### src/rtl/bus_timeout_watchdog_if.sv
// Bus-side signals shared between the 68k bus / Dtack generator and the timeout watchdog.
// slave is the watchdog's view; master is the CPU/bus side that drives the strobes.
interface bus_timeout_watchdog_if #(
  parameter int ADDR_W  = 32,
  parameter int COUNT_W = 8
);
  logic              AS_L;
  logic              DtackOut_L;
  logic [ADDR_W-1:0] Address;
  logic              Enable_H;
  logic              ClearFault_H;
  logic              BErr_L;
  logic              Fault_H;
  logic              FaultValid_H;
  logic [ADDR_W-1:0] FaultAddr;
  logic [COUNT_W-1:0] FaultCount;

  modport slave (
    input  AS_L, DtackOut_L, Address, Enable_H, ClearFault_H,
    output BErr_L, Fault_H, FaultValid_H, FaultAddr, FaultCount
  );

  modport master (
    output AS_L, DtackOut_L, Address, Enable_H, ClearFault_H,
    input  BErr_L, Fault_H, FaultValid_H, FaultAddr, FaultCount
  );
endinterface

### src/rtl/bus_timeout_watchdog.sv
// Watches each 68k bus cycle and raises BErr_L if no Dtack arrives within TIMEOUT_CYCLES clocks.
// Also records the faulting address and a saturating fault count for the debug monitor.
module bus_timeout_watchdog #(
  parameter int TIMEOUT_CYCLES = 256,
  parameter int ADDR_W         = 32,
  parameter int COUNT_W        = 8
) (
  input logic                    Clk,
  input logic                    Reset_H,
  bus_timeout_watchdog_if.slave  bus
);

  localparam int CNT_W = (TIMEOUT_CYCLES > 2) ? $clog2(TIMEOUT_CYCLES) : 1;
  localparam logic [CNT_W-1:0] CNT_MAX = CNT_W'(TIMEOUT_CYCLES - 1);

  typedef enum logic [1:0] {IDLE, WAIT, DONE, FAULT} stateT;

  stateT              state;
  stateT              stateNext;
  logic [CNT_W-1:0]   cnt;
  logic [CNT_W-1:0]   cntNext;
  logic               faultEntry;

  logic               berrQ;
  logic               faultPulseQ;
  logic               faultValidQ;
  logic [ADDR_W-1:0]  faultAddrQ;
  logic [COUNT_W-1:0] faultCountQ;

  always_ff @(posedge Clk or posedge Reset_H) begin
    if (Reset_H) begin
      state <= IDLE;
      cnt   <= '0;
    end else begin
      state <= stateNext;
      cnt   <= cntNext;
    end
  end

  // Abort beats Dtack, and Dtack beats the timeout when both land on the same edge.
  always_comb begin
    stateNext  = state;
    cntNext    = cnt;
    faultEntry = 1'b0;
    case (state)
      IDLE: begin
        if (!bus.AS_L) begin
          if (bus.Enable_H) begin
            stateNext = WAIT;
            cntNext   = '0;
          end else begin
            stateNext = DONE;
          end
        end
      end
      WAIT: begin
        if (bus.AS_L) begin
          stateNext = IDLE;
        end else if (!bus.DtackOut_L) begin
          stateNext = DONE;
        end else if (cnt == CNT_MAX) begin
          stateNext  = FAULT;
          faultEntry = 1'b1;
        end else begin
          cntNext = cnt + 1'b1;
        end
      end
      DONE: begin
        if (bus.AS_L) stateNext = IDLE;
      end
      FAULT: begin
        if (bus.AS_L) stateNext = IDLE;
      end
      default: stateNext = IDLE;
    endcase
  end

  // A fault on the same edge as a clear wins, leaving exactly one logged fault.
  always_ff @(posedge Clk or posedge Reset_H) begin
    if (Reset_H) begin
      berrQ       <= 1'b1;
      faultPulseQ <= 1'b0;
      faultValidQ <= 1'b0;
      faultAddrQ  <= '0;
      faultCountQ <= '0;
    end else begin
      berrQ       <= (stateNext != FAULT);
      faultPulseQ <= faultEntry;
      if (faultEntry) begin
        faultValidQ <= 1'b1;
        faultAddrQ  <= bus.Address;
        if (bus.ClearFault_H) begin
          faultCountQ <= COUNT_W'(1);
        end else if (faultCountQ != {COUNT_W{1'b1}}) begin
          faultCountQ <= faultCountQ + 1'b1;
        end
      end else if (bus.ClearFault_H) begin
        faultValidQ <= 1'b0;
        faultCountQ <= '0;
      end
    end
  end

  assign bus.BErr_L       = berrQ;
  assign bus.Fault_H      = faultPulseQ;
  assign bus.FaultValid_H = faultValidQ;
  assign bus.FaultAddr    = faultAddrQ;
  assign bus.FaultCount   = faultCountQ;

endmodule

### src/flat_wrapper.sv
// flat-port wrapper written by rule: the top's interface ports become plain ports
module bus_timeout_watchdog_flat 
#(
  parameter int TIMEOUT_CYCLES = 256,
  parameter int ADDR_W         = 32,
  parameter int COUNT_W        = 8
)
  (Clk, Reset_H, bus_AS_L, bus_DtackOut_L, bus_Address, bus_Enable_H, bus_ClearFault_H, bus_BErr_L, bus_Fault_H, bus_FaultValid_H, bus_FaultAddr, bus_FaultCount);
  bus_timeout_watchdog_if #(.ADDR_W(ADDR_W), .COUNT_W(COUNT_W)) bus_i ();
  input logic Clk;
  input logic Reset_H;
  input wire logic [$bits(bus_i.AS_L)-1:0] bus_AS_L;
  input wire logic [$bits(bus_i.DtackOut_L)-1:0] bus_DtackOut_L;
  input wire logic [$bits(bus_i.Address)-1:0] bus_Address;
  input wire logic [$bits(bus_i.Enable_H)-1:0] bus_Enable_H;
  input wire logic [$bits(bus_i.ClearFault_H)-1:0] bus_ClearFault_H;
  output wire logic [$bits(bus_i.BErr_L)-1:0] bus_BErr_L;
  output wire logic [$bits(bus_i.Fault_H)-1:0] bus_Fault_H;
  output wire logic [$bits(bus_i.FaultValid_H)-1:0] bus_FaultValid_H;
  output wire logic [$bits(bus_i.FaultAddr)-1:0] bus_FaultAddr;
  output wire logic [$bits(bus_i.FaultCount)-1:0] bus_FaultCount;
  assign bus_i.AS_L = bus_AS_L;
  assign bus_i.DtackOut_L = bus_DtackOut_L;
  assign bus_i.Address = bus_Address;
  assign bus_i.Enable_H = bus_Enable_H;
  assign bus_i.ClearFault_H = bus_ClearFault_H;
  assign bus_BErr_L = bus_i.BErr_L;
  assign bus_Fault_H = bus_i.Fault_H;
  assign bus_FaultValid_H = bus_i.FaultValid_H;
  assign bus_FaultAddr = bus_i.FaultAddr;
  assign bus_FaultCount = bus_i.FaultCount;
  bus_timeout_watchdog #(.TIMEOUT_CYCLES(TIMEOUT_CYCLES), .ADDR_W(ADDR_W), .COUNT_W(COUNT_W)) u_core (.Clk(Clk), .Reset_H(Reset_H), .bus(bus_i));
endmodule
### config.mk
export PLATFORM = sky130hd
export DESIGN_NAME = bus_timeout_watchdog_flat
export DESIGN_NICKNAME = d
export VERILOG_FILES = /design/src/rtl/bus_timeout_watchdog_if.sv /design/src/rtl/bus_timeout_watchdog.sv /design/src/flat_wrapper.sv
export SDC_FILE = /design/constraint.sdc
export NUM_CORES = 1
export LEC_CHECK = 0
export CAP_MARGIN = 30
export CELL_PAD_IN_SITES_DETAIL_PLACEMENT = 2
export CELL_PAD_IN_SITES_GLOBAL_PLACEMENT = 2
export CORE_MARGIN = 5
export CORE_UTILIZATION = 28
export DETAILED_ROUTE_END_ITERATION = 8
export GPL_ROUTABILITY_DRIVEN = 1
export MAX_ROUTING_LAYER = met4
export PLACE_DENSITY = 0.93
export REMOVE_ABC_BUFFERS = 1
export SLEW_MARGIN = 0
export SYNTH_ARGS = -nofsm -noshare
export SYNTH_HDL_FRONTEND = slang
export SYNTH_SLANG_ARGS = --single-unit
### constraint.sdc
create_clock -name Clk -period 3 [get_ports Clk]
set_input_delay 0.3 -clock Clk [delete_from_list [all_inputs] [get_ports Clk]]
set_output_delay 0.3 -clock Clk [all_outputs]
set_load 0.03 [all_outputs]
==> run summary, run 1 <==
largest net degree at the start of global routing = 35
Worst R2R Start = u_core.cnt[0]
worst path required time = 3.20 ns
CTS sink cnt = 53
Post-Route WL = 7800 um
Final Hold Fails = 0
vias in the first global route = 2,517
Worst Tran Pin Value = 0.629 ns
Initial Utilization = 28.9%
status = finished, final reports clean
post-synthesis average cell area = 9.07 um^2
layout cells sized above 1 = 5.78%
clock share of power = 33.0%
PortBufs = 80
# hold bufs at CTS = 0
die area = 10,500 um^2
Setup violations, final = 0
first-pass GRT wire length = 12,900 um
row count = 33
Ys Warns = 0
crit path from = u_core.cnt[0]
RSZ-0062 raised after global routing = false
DRT iter0 DRCs = 61
routed len/inst = 17.3 um
CP Buf/Inv Count = 0
post-layout minimum cycle time = 2.25 ns
# H-tree levels = 2
top_reg_cell synth = dfrtp_1
largest stage delay on the critical path = 0.54 ns
total negative slack = 0 ns
Congestion Overflow GR = 0
Inserted Clock Buffers = 5
critical path class = reg2reg
commonest non-fill, non-tap cell in the layout = nand2_1
post-cts resize count = 0
Seq pwr share = 58.5%
max cap viols = 0
CP Launch Type = flop
register bit total from synthesis = 53
DPL Wire Length = 5900 um
global placer's final weighted congestion = 0.801
Via density = 4.98
antenna-violating nets left = 0
Switching Fraction = 24.3%
Comb power frac = 8.4%
Min-Delay Path Class = in2async
length of routed met3 wiring = 489 um
Post-CTS Repair Setup Buffers = 0
Peak Freq = 444 MHz
met2 wire length = 3950 um
TritonCTS clock tree = yes
Critical Path End Type = flop
synthesized area = 2400 um^2
Int Power = 0.943 mW
Psw = 0.302 mW
Clk pin slew, worst setup/hold paths = 0.10 ns
DR vias = 2,248
async set-reset flop share out of synthesis = 100%
CTS Buffer Depth = 2
final hold slack = 0.338 ns
Worst IR Drop VDD = 198 uV
Relative slew margins = 57.9%
PD cells = 364 nW/um^2
drt first pass iters = 4
number of synthesized flops with an enable pin = 0
slowest stage cell, crit path = and4_1
antenna fix cells = 0
initial antenna violation count = 0
Clk Latency, worst-skew pair = 0.30 ns
fin crit share = 75.0%
met1 WL = 3310 um
kind of cell adding the most delay to the critical path = simple AND/OR/NAND/NOR gates
Global Route Usage Sum = 15.9%
I/O pins = 81
Die Span Y = 103 um
most frequent cells in the layout = nand2_1, clkdlybuf4s50_1, dfrtp_1
Core Area = 8300 um^2
crit-path cells = ha_1 > and4b_1 > and4_1 > a41oi_1 > a311oi_1
max-slew violations = 0
fillers = 926
CTS root buffer = clkbuf_8
final net count = 385
Max FO, Critical Path = 15
Die X = 103 um
LEAKAGE = 1.54 nW
register area share after synthesis = 55.3%
Cell variety after synth = 45
Highest Signal Layer = met4
Mapped Cells = 265
Final Skew = 0.00449 ns
Syn-to-layout area delta = 42.2%
critical path arrival = 2.45 ns
Post-route DRC = 0
routing by layer:
layer / vias to the layer above / global-route usage, %
met2: 65 / 26.8
li1: 1060 / -
met3: 4 / 2.91
met1: 1119 / 20.1
met4: 0 / 3.33
met5: - / -
path summary, 6_finish.rpt:
path | to | slack, ns | cells after the start
hold reg to reg | u_core.bus.FaultAddr[23] | 0.48 | 2
setup / recovery | u_core.bus.FaultCount[7] | 0.75 | 5
max in group asynchronous | u_core.bus.Fault_H | 2.10 | 3
setup reg to reg | u_core.bus.FaultCount[7] | 0.75 | 5
min in group Clk | u_core.bus.FaultAddr[23] | 0.48 | 2
hold / removal | u_core.bus.FaultAddr[8] | 0.34 | 2
cell usage after synthesis (all sizes together) (4+ instances only):
cell	n	area [um^2]
nand3	9	45.0
buf	6	31.3
nor3	4	20.0
nor2	5	18.8
nand2	106	398
or4	5	37.5
a21oi	11	55.1
nor4	4	25.0
o31ai	6	45.0
dfrtp	52	1300
nand4	6	52.6
clkbuf	6	23.8
o21ai	6	30.0
cells by family (layout without fill, tap and decap cells):
group | after synthesis | in the layout | share of synthesized area, %
simple gates | 159 | 159 | 30.9
flops | 53 | 53 | 55.3
compound gates | 34 | 34 | 9.11
buf+inv | 15 | 96 | 2.76
fa+ha+maj | 2 | 2 | 1.04
mux | 2 | 2 | 0.885
state kept, by name, summed over array words and instances (netlist names):
register	flops
u_core.cnt	8
u_core.bus.FaultValid_H	1
u_core.bus.FaultCount	8
u_core.state	2
u_core.bus.BErr_L	1
u_core.bus.FaultAddr	32
u_core.bus.Fault_H	1
through the flow:
stage	cells	setup WS, ns	total power, mW	area, um^2	utilization (%)
final	451	0.750	1.25	3420	41.2
after CTS	451	0.735	1.26	3420	41.2
after floorplan	253	0.734	0.773	2350	-
after global routing	451	0.540	1.30	3420	41.2
after global placement	443	0.636	0.845	3330	40.1
after detailed placement	443	0.548	0.849	3330	40.1
power groups by stage:
stage | clock network [mW] | logic, mW | registers, mW
2_1_floorplan | 0 | 0.0326 | 0.741
3_3_place_gp | 0 | 0.103 | 0.742
3_5_place_dp | 0 | 0.106 | 0.743
4_1_cts | 0.428 | 0.108 | 0.729
5_1_grt | 0.456 | 0.116 | 0.731
6_report | 0.412 | 0.105 | 0.729
area by class of cell:
cell class | count | area [um^2] | share of cell area (%)
well taps | 105 | 131 | 3.84
inverters | 3 | 11.3 | 0.330
clock inverters | 2 | 15.0 | 0.439
multi-input cells | 197 | 1010 | 29.5
flip-flops and latches | 53 | 1330 | 38.9
repair buffers | 85 | 851 | 24.9
clock buffers | 6 | 72.6 | 2.12
Power figures use the tool's default switching activity.
==> run 2: changes to the inputs <==
--- a/config.mk
+++ b/config.mk
@@ -9,11 +9,11 @@
 export CELL_PAD_IN_SITES_DETAIL_PLACEMENT = 2
 export CELL_PAD_IN_SITES_GLOBAL_PLACEMENT = 2
 export CORE_MARGIN = 5
-export CORE_UTILIZATION = 28
+export CORE_UTILIZATION = 26
 export DETAILED_ROUTE_END_ITERATION = 8
 export GPL_ROUTABILITY_DRIVEN = 1
 export MAX_ROUTING_LAYER = met4
-export PLACE_DENSITY = 0.93
+export PLACE_DENSITY = 0.88
 export REMOVE_ABC_BUFFERS = 1
 export SLEW_MARGIN = 0
 export SYNTH_ARGS = -nofsm -noshare
==> constraint.sdc (replaced) <==
create_clock -name Clk -period 2.26 [get_ports Clk]
set_input_delay 0.226 -clock Clk [delete_from_list [all_inputs] [get_ports Clk]]
set_output_delay 0.226 -clock Clk [all_outputs]
set_load 0.03 [all_outputs]
==> run 2 against run 1 <==
Compared with the run above:
- final cell count rose by 2.2%
- maximum frequency rose by 12%
- flip-flop and latch count did not move
- global-route usage fell by 1.1 points
- non-clock buffer count rose by 4
- final area rose by 1.4%
- sequential share of layout area fell by 0.52 points
- routed wire length rose by 0.78%
==> run summary, run 2 (synthesized netlist as in run 1, its figures left out) <==
status = finished, final reports clean
Worst R2R Start = u_core.cnt[0]
Post-route DRC = 0 (unchanged)
Clk pin slew, worst setup/hold paths = 0.10 ns (about the same)
Worst IR Drop VDD = 258 uV (+30%)
Final Skew = 0.0149 ns (+0.0104 ns)
Peak Freq = 498 MHz (+12%)
Psw = 0.410 mW (+36%)
met1 WL = 3360 um (+1.4%)
routed len/inst = 17.1 um (-1.4%)
largest net degree at the start of global routing = 34 (-2.9%)
met2 wire length = 4170 um (+5.7%)
slowest stage cell, crit path = dfrtp_1
I/O pins = 81 (unchanged)
Global Route Usage Sum = 14.9% (-1.1 points)
Clk Latency, worst-skew pair = 0.31 ns (about the same)
die area = 11,300 um^2 (+6.9%)
layout cells sized above 1 = 7.43% (+1.6 points)
DR vias = 2,259 (+0.49%)
fillers = 1,013 (+9.4%)
clock share of power = 33.8% (+0.8 points)
critical path class = reg2reg
Die Span Y = 106 um (+3.4%)
post-layout minimum cycle time = 2.01 ns (-0.242 ns)
Worst Tran Pin Value = 0.564 ns (-0.0644 ns)
Tot Pwr = 1.67 mW (+34%)
Switching Fraction = 24.6% (+0.32 points)
RSZ-0062 raised after global routing = false
CTS sink cnt = 53 (unchanged)
Inserted Clock Buffers = 5 (unchanged)
max-slew violations = 0 (unchanged)
Int Power = 1.26 mW (+33%)
max reg flops = 32 (unchanged)
Core Area = 9110 um^2 (+9.8%)
PortBufs = 80 (unchanged)
Congestion Overflow GR = 0 (unchanged)
vias in the first global route = 2,515 (-0.079%)
CP Launch Type = flop
Relative slew margins = 62.3% (+4.3 points)
critical path arrival = 2.21 ns (-0.24 ns)
Final Hold Fails = 0 (unchanged)
FF-to-FF setup slack = 0.25 ns (-0.50 ns)
worst path required time = 2.46 ns (-0.74 ns)
most frequent cells in the layout = nand2_1, clkdlybuf4s50_1, dfrtp_1
total negative slack = 0 ns (unchanged)
drt first pass iters = 4 (unchanged)
Highest Signal Layer = met4
CTS Buffer Depth = 2 (unchanged)
initial antenna violation count = 0 (unchanged)
commonest non-fill, non-tap cell in the layout = nand2_1
antenna fix cells = 0 (unchanged)
Critical Path End Type = flop
Via density = 4.90 (-1.7%)
Seq pwr share = 58.0% (-0.5 points)
Cell Area, Placed = 3370 um^2 (+1.1%)
CTS root buffer = clkbuf_8
TritonCTS clock tree = yes
PD cells = 481 nW/um^2 (+32%)
Max FO, Critical Path = 7 (-8)
Design Area, Final = 3460 um^2 (+1.4%)
final hold slack = 0.261 ns (-0.0764 ns)
DPL Wire Length = 6120 um (+3.7%)
fin crit share = 88.8% (+14 points)
antenna-violating nets left = 0 (unchanged)
LEAKAGE = 1.56 nW (+1.3%)
largest stage delay on the critical path = 0.45 ns (-0.09 ns)
max cap viols = 0 (unchanged)
Post-Route WL = 7860 um (+0.78%)
# H-tree levels = 2 (unchanged)
first-pass GRT wire length = 13,300 um (+3.1%)
global placer's final weighted congestion = 0.794 (-0.92%)
Post-CTS Repair Setup Buffers = 0 (unchanged)
FF-to-FF End = u_core.bus.FaultCount[7]
crit path from = u_core.cnt[0]
row count = 35 (+6.1%)
Min-Delay Path Class = in2async
end of the critical path = u_core.bus.FaultCount[7]
Die X = 106 um (+3.4%)
Syn-to-layout area delta = 44.2%
DRT iter0 DRCs = 73 (+20%)
Comb power frac = 8.2% (-0.2 points)
R2R cell count = 5 (unchanged)
Setup violations, final = 0 (unchanged)
final net count = 389 (+1.0%)
crit-path cells = ha_2 > and4b_1 > and4_1 > a41oi_1 > a311oi_1
length of routed met3 wiring = 286 um (-42%)
Initial Utilization = 26.4% (-2.6 points)
-- run 2: worst max-delay path: cells and delay by family, from the launching register on --
kind	cells	cell delay (ns)
fa+ha+maj	1	0.31
simple gates	2	0.67
compound gates	2	0.47
flops	1	0.45
-- run 2: per-stage QoR --
| step | std cells | util (%) | setup slack (ns) |
|---|---|---|---|
| 2_1_floorplan | 253 | - | -0.00625 |
| 3_3_place_gp | 453 | 37.0 | 0.232 |
| 3_5_place_dp | 453 | 37.0 | 0.103 |
| 4_1_cts | 461 | 38.0 | 0.143 |
| 5_1_grt | 461 | 38.0 | 0.0801 |
| 6_report | 461 | 38.0 | 0.252 |
-- run 2: what timing repair did --
action                                  4_1_cts  5_1_grt
hold buffers                                  0        0
endpoints found under the setup margin        0        1
resized for setup                             0        1
-- run 2: layer usage --
| layer | vias to the layer above | global-route usage, % |
|---|---|---|
| met2 | 47 | 26.5 |
| met4 | 0 | 2.59 |
| met1 | 1137 | 17.7 |
| met5 | - | - |
| li1 | 1071 | - |
| met3 | 4 | 2.79 |
-- run 2: worst min-delay path by stage --
stage	endpoint	cells past startpoint	startpoint
floorplan	u_core.bus.FaultCount[1]	1	bus_ClearFault_H
finish	u_core.cnt[4]	2	Reset_H
CTS	u_core.cnt[4]	2	Reset_H
global route	u_core.cnt[4]	2	Reset_H
detailed placement	u_core.bus.FaultAddr[23]	2	u_core.bus.FaultAddr[23]
global placement	u_core.bus.FaultAddr[20]	2	u_core.bus.FaultAddr[20]
-- run 2: power by group through the flow --
stage	clock, mW	sequential (mW)	combinational (mW)
after floorplan	0	0.983	0.0432
after global placement	0	0.985	0.136
after detailed placement	0	0.987	0.140
after CTS	0.592	0.968	0.141
after global routing	0.635	0.970	0.151
final	0.564	0.967	0.136
-- run 2: area by class of cell --
type | instances | area [um^2] | share of cell area, %
Sequential cell | 53 | 1330 | 38.3
Multi-Input combinational cell | 197 | 1010 | 29.2
Timing Repair Buffer | 89 | 881 | 25.4
Tap cell | 111 | 139 | 4.01
Clock buffer | 5 | 68.8 | 1.99
Clock inverter | 3 | 25.0 | 0.723
Inverter | 3 | 11.3 | 0.325
